File: src/rtl/icache_pkg.sv
// icache_pkg: shared state encoding and address-field width helpers for icache_direct.
package icache_pkg;
    typedef enum logic {IDLE, REFILL} state_t;
    function automatic int off_bits(input int line_words);
        return $clog2(line_words);
    endfunction
    function automatic int idx_bits(input int lines);
        return $clog2(lines);
    endfunction
    function automatic int tag_bits(input int lines, input int line_words);
        return 30 - $clog2(lines) - $clog2(line_words);
    endfunction
endpackage

File: src/rtl/icache_store.sv
// icache_store: valid/tag/data arrays; combinational lookup, word/tag writes, global invalidate.
//   rd_idx/rd_off/rd_tag -> hit, rd_word : lookup port
//   wr_en/wr_idx/wr_off/wr_data          : refill word write
//   tag_we/tag_val/set_valid              : tag write, optionally marking the line valid
//   inval                                 : clear every valid bit
module icache_store
    import icache_pkg::*;
#(
    parameter int LINES      = 16,
    parameter int LINE_WORDS = 4,
    localparam int OW = off_bits(LINE_WORDS),
    localparam int IW = idx_bits(LINES),
    localparam int TW = tag_bits(LINES, LINE_WORDS)
) (
    input  logic          clk,
    input  logic          reset,
    input  logic [IW-1:0] rd_idx,
    input  logic [OW-1:0] rd_off,
    input  logic [TW-1:0] rd_tag,
    output logic          hit,
    output logic [31:0]   rd_word,
    input  logic          wr_en,
    input  logic [IW-1:0] wr_idx,
    input  logic [OW-1:0] wr_off,
    input  logic [31:0]   wr_data,
    input  logic          tag_we,
    input  logic [TW-1:0] tag_val,
    input  logic          set_valid,
    input  logic          inval
);
    logic [LINES-1:0] valid;
    logic [TW-1:0]    tags [LINES];
    logic [31:0]      data [LINES][LINE_WORDS];

    assign hit     = valid[rd_idx] && tags[rd_idx] == rd_tag;
    assign rd_word = data[rd_idx][rd_off];

    always_ff @(posedge clk) begin
        if (reset) begin
            valid <= '0;
        end else begin
            if (inval) valid <= '0;
            if (tag_we && set_valid) valid[wr_idx] <= 1'b1;
        end
    end

    always_ff @(posedge clk) begin
        if (wr_en) data[wr_idx][wr_off] <= wr_data;
        if (tag_we) tags[wr_idx] <= tag_val;
    end
endmodule

File: src/rtl/icache_direct.sv
// icache_direct: direct-mapped read-only instruction cache with in-order line refill.
//   cpu_addr/cpu_req/cpu_ready : fetch request handshake
//   cpu_rdata/cpu_valid        : one-cycle response pulse per accepted request
//   flush                      : invalidate all lines (fence.i)
//   mem_addr/mem_req           : refill beat request to the interconnect
//   mem_rdata/mem_ready        : refill beat data and completion
module icache_direct
    import icache_pkg::*;
#(
    parameter int LINES      = 16,
    parameter int LINE_WORDS = 4
) (
    input  logic        clk,
    input  logic        reset,
    input  logic [31:0] cpu_addr,
    input  logic        cpu_req,
    output logic        cpu_ready,
    output logic [31:0] cpu_rdata,
    output logic        cpu_valid,
    input  logic        flush,
    output logic [31:0] mem_addr,
    output logic        mem_req,
    input  logic [31:0] mem_rdata,
    input  logic        mem_ready
);
    localparam int OW = off_bits(LINE_WORDS);
    localparam int IW = idx_bits(LINES);
    localparam int TW = tag_bits(LINES, LINE_WORDS);
    localparam logic [OW-1:0] LAST = OW'(LINE_WORDS - 1);

    state_t        state, state_n;
    logic [OW-1:0] cnt, off_q;
    logic [IW-1:0] idx_q;
    logic [TW-1:0] tag_q;
    logic [31:0]   crit, rd_word;
    logic          flush_pend, hit, accept, beat, last;

    wire [OW-1:0] a_off = cpu_addr[2 +: OW];
    wire [IW-1:0] a_idx = cpu_addr[2 + OW +: IW];
    wire [TW-1:0] a_tag = cpu_addr[31 -: TW];

    assign cpu_ready = state == IDLE && !reset && !flush;
    assign accept    = cpu_req && cpu_ready;
    assign beat      = state == REFILL && mem_ready;
    assign last      = beat && cnt == LAST;

    icache_store #(.LINES(LINES), .LINE_WORDS(LINE_WORDS)) u_store (
        .clk       (clk),
        .reset     (reset),
        .rd_idx    (a_idx),
        .rd_off    (a_off),
        .rd_tag    (a_tag),
        .hit       (hit),
        .rd_word   (rd_word),
        .wr_en     (beat),
        .wr_idx    (idx_q),
        .wr_off    (cnt),
        .wr_data   (mem_rdata),
        .tag_we    (last),
        .tag_val   (tag_q),
        .set_valid (!(flush_pend || flush)),
        .inval     (flush)
    );

    always_ff @(posedge clk) begin
        if (reset) state <= IDLE;
        else       state <= state_n;
    end

    always_comb begin
        state_n  = state;
        mem_req  = 1'b0;
        mem_addr = '0;
        if (state == IDLE) begin
            if (accept && !hit) state_n = REFILL;
        end else begin
            mem_req  = 1'b1;
            mem_addr = {tag_q, idx_q, cnt, 2'b00};
            if (last) state_n = IDLE;
        end
    end

    always_ff @(posedge clk) begin
        if (reset) begin
            cnt        <= '0;
            flush_pend <= 1'b0;
            cpu_valid  <= 1'b0;
            cpu_rdata  <= '0;
        end else begin
            cpu_valid <= (accept && hit) || last;
            if (accept && hit) cpu_rdata <= rd_word;
            else if (last)     cpu_rdata <= cnt == off_q ? mem_rdata : crit;
            if (accept) begin
                tag_q <= a_tag;
                idx_q <= a_idx;
                off_q <= a_off;
                cnt   <= '0;
            end else if (beat) begin
                cnt <= cnt + OW'(1);
            end
            if (beat && cnt == off_q) crit <= mem_rdata;
            // a flush seen anywhere in the refill keeps the new line invalid
            flush_pend <= state == REFILL && !last && (flush_pend || flush);
        end
    end
endmodule

File: config.mk
export PLATFORM = sky130hd
export DESIGN_NAME = icache_direct
export DESIGN_NICKNAME = d
export VERILOG_FILES = /design/src/rtl/icache_pkg.sv /design/src/rtl/icache_store.sv /design/src/rtl/icache_direct.sv
export SDC_FILE = /design/constraint.sdc
export NUM_CORES = 2
export LEC_CHECK = 0
export ABC_AREA = 1
export CELL_PAD_IN_SITES_DETAIL_PLACEMENT = 0
export CELL_PAD_IN_SITES_GLOBAL_PLACEMENT = 2
export CORE_MARGIN = 4
export CORE_UTILIZATION = 40
export DETAILED_ROUTE_END_ITERATION = 16
export GPL_TIMING_DRIVEN = 1
export HOLD_SLACK_MARGIN = 0.02
export PLACE_DENSITY_LB_ADDON = 0.1
export SLEW_MARGIN = 40
export SYNTH_ARGS = -nofsm -noshare
export SYNTH_HDL_FRONTEND = slang
export SYNTH_HIERARCHICAL = 1
export SYNTH_SLANG_ARGS = --single-unit
File: constraint.sdc
create_clock -name clk -period 3.3 [get_ports clk]
set_input_delay 0.495 -clock clk [delete_from_list [all_inputs] [get_ports clk]]
set_output_delay 0.495 -clock clk [all_outputs]
set_load 0.05 [all_outputs]
==> flow_summary.yaml <==
outcome:
  status: "finished clean"
place:
  port_buffers: 131
  hpwl_um: 202000
  dp_slack_ps: -323
  place.gp.congestion: 0.817
  dpl_cell_area_um2: 113000
  placed_cells: 11892
routing:
  avgViaCountPerCell: 5.55
  wl_met3_um: 21000
  routed-wl-met2_um: 167000
  antenna_left: 0
  top_layer_used: "met5"
  wire_per_inst_um: 28.2
  first_iter_violations: 6321
  wl_um: 351000
  vias: 68994
  drc: 0
  drt-met1-wl_um: 152000
  first_pass_iters: 8
timing:
  final.min_clock_period_ps: 3210
  slew_viol_final: 0
  timing.fmax_mhz: 312
  setup_violations: 0
  rsz0062_at_grt: "no"
  hold_slack_ps: 89.8
  fin_crit_sh: 0.972
  tightest_slew_ps: 925
  final_hold_viol_count: 0
  relSlewSlack: 0.384
  finClkSkew_ps: 55.4
  fin_ws_ps: 91.4
synth:
  synth_edf_count: 2494
  seq_area_frac_synth: 0.743
  ys_types: 33
  yosys_register_bits: 2547
  synth_ff_type: "edfxtp_1"
  async_flop_share: 0
  ys_top_cells_by_count: "edfxtp_1 (2494), nor2_1 (1253), nand2_1 (1192), o21ai_0 (1062), nand3_1 (709)"
  yosys_warnings: 6
  synthCells: 8350
  synth_top_area_frac: 0.733
  synth_largest_area_cell: "edfxtp_1"
  synth_area_um2: 102000
  ys_top_cells_by_area: "edfxtp_1 (73%), o21ai_0 (5.2%), nor2_1 (4.6%), nand2_1 (4.4%), nand3_1 (3.5%)"
  avgSynthCellArea_um2: 12.2
  yosys.cell_count.top_type: "edfxtp_1"
critical_path:
  endpoint_kind: "primary output"
  crit_type: "reg -> out"
  cp-start-kind: "flip-flop"
  path_max_fanout: 18
  critPathRequiredTime_ps: 2800
  cp.arrival_ps: 2710
clocking:
  cts_inserted_buffers: 297
  clock_sinks: 2547
  cts.clk_slew.worst_paths_ps: 60
  clockBufferDepth: 4
  htreeDepth: 5
  cts-root-buf: "clkbuf_16"
  clock_latency_ps: 960
  cts_tree: "yes"
floorplan:
  boundaryPins: 136
  start_util: 0.402
  fp-row-count: 185
  die_h_um: 514
  die_area_um2: 264000
  core-area_um2: 254000
  dieWidth_um: 514
global_route:
  grt_max_degree: 78
  grt_pass1_wl_um: 495000
  grtUsageTotal: 0.261
  grt_pass1_vias: 66100
  antenna_found_initial: 22
  grt_overflow_total: 0
cells_and_area:
  drive_above_1_share: 0.130
  stdcell_count: 12436
  area.growth.synth_to_final_pct: 19.8
  fin_area_um2: 122000
  fin_nets: 8911
power:
  vdd_drop_max_uv: 470
  p_per_area_nw_per_um2: 585
  p_leak_nw: 42.4
  power_mw: 71.7
hold_path:
  hold_class: "in -> reg"
flow_run:
  cap_violations: 0
==> what timing repair did <==
| item | CTS | global route |
|---|---|---|
| setup endpoints to repair | 29 | 7 |
| cloned | 0 | 0 |
| gates resized for setup | 10 | 4 |
| setup buffers | 1 | 6 |
| hold buffers | 8 | 0 |
| endpoints found under the hold margin | 83 | 0 |
==> metal layers <==
layer / track usage / vias to the layer above
met2: 0.428 / 2167
met1: 0.363 / 35201
met4: 0.0801 / 16
met3: 0.0365 / 483
li1: - / 31127
met5: 0 / -
==> cells by family after synthesis <==
family,after synthesis,share of synthesized area
AND/OR/NAND/NOR,3233,0.130
other,1,0.0000367
XOR/XNOR,1,0.0000857
AO/OA/AOI/OAI,1707,0.0903
flip-flops,2547,0.743
adder cells (fa/ha/maj),1,0.000122
buffers and inverters,860,0.0365
==> registers in the layout, indices dropped and copies added (netlist names) <==
| signal | count |
|---|---|
| u_store/data | 2048 |
| u_store/tags | 384 |
| cpu_rdata | 32 |
| crit | 32 |
| tag_q | 24 |
| u_store/valid | 16 |
| idx_q | 4 |
| cnt | 2 |
| off_q | 2 |
| cpu_valid | 1 |
| flush_pend | 1 |
| state | 1 |
==> per-stage QoR <==
step                TNS [ps]  utilization
finish                     0        0.482
global route               0        0.482
CTS                        0        0.481
detailed placement     -9020        0.445
global placement      -10240        0.445
floorplan                  0            -
==> power by group <==
| group | internal, mW | switching [mW] |
|---|---|---|
| Clock | 18.4 | 12.8 |
| Combinational | 1.53 | 3.39 |
| Sequential | 35.5 | 0.0478 |
| Total | 55.4 | 16.3 |
==> cells in the final DEF, fill, tap and decap left out, drive strengths merged <==
cell,count
a21o,1
bufinv,21
diode,13
o21ai,1066
conb,2
clkinv,137
clkbuf,354
nor3,2
o22ai,526
nand3,710
buf,664
ha,1
or2,30
inv,288
dlygate4sd3,8
dlymetal6s2s,4
a21oi,107
clkinvlp,2
nor2,1254
dlygate4sd2,9
nand3b,41
xnor2,1
clkdlybuf4s50,79
o211ai,7
nand2,1195
nand4,1
edfxtp,2494
dfxtp,53
==> final cells by class <==
type | count | area [µm²]
tap | 3366 | 4210
antenna | 13 | 32.5
inverter | 287 | 1110
clock buffer | 354 | 7790
timing repair buffer | 764 | 8870
clock inverter | 161 | 1300
sequential | 2547 | 76000
multi-input combinational | 4944 | 23200
fill | 22633 | 132000
==> critical path: stages, from the launching register on <==
cell and delay, ps:
dfxtp_4 600, nand2_1 260, inv_1 110, clkdlybuf4s50_1 810
==> final timing paths <==
kind                              end  slack [ps]  depth (start not counted)                start
hold reg to reg     u_store/valid[12]         470                          2    u_store/valid[12]
setup reg to reg        cpu_rdata[17]         520                         20  u_store/tags[6][12]
setup / recovery          mem_addr[6]          90                          3                state
hold / removal    u_store/data[12][8]          90                          1         mem_rdata[8]
Power figures use the tool's default switching activity.
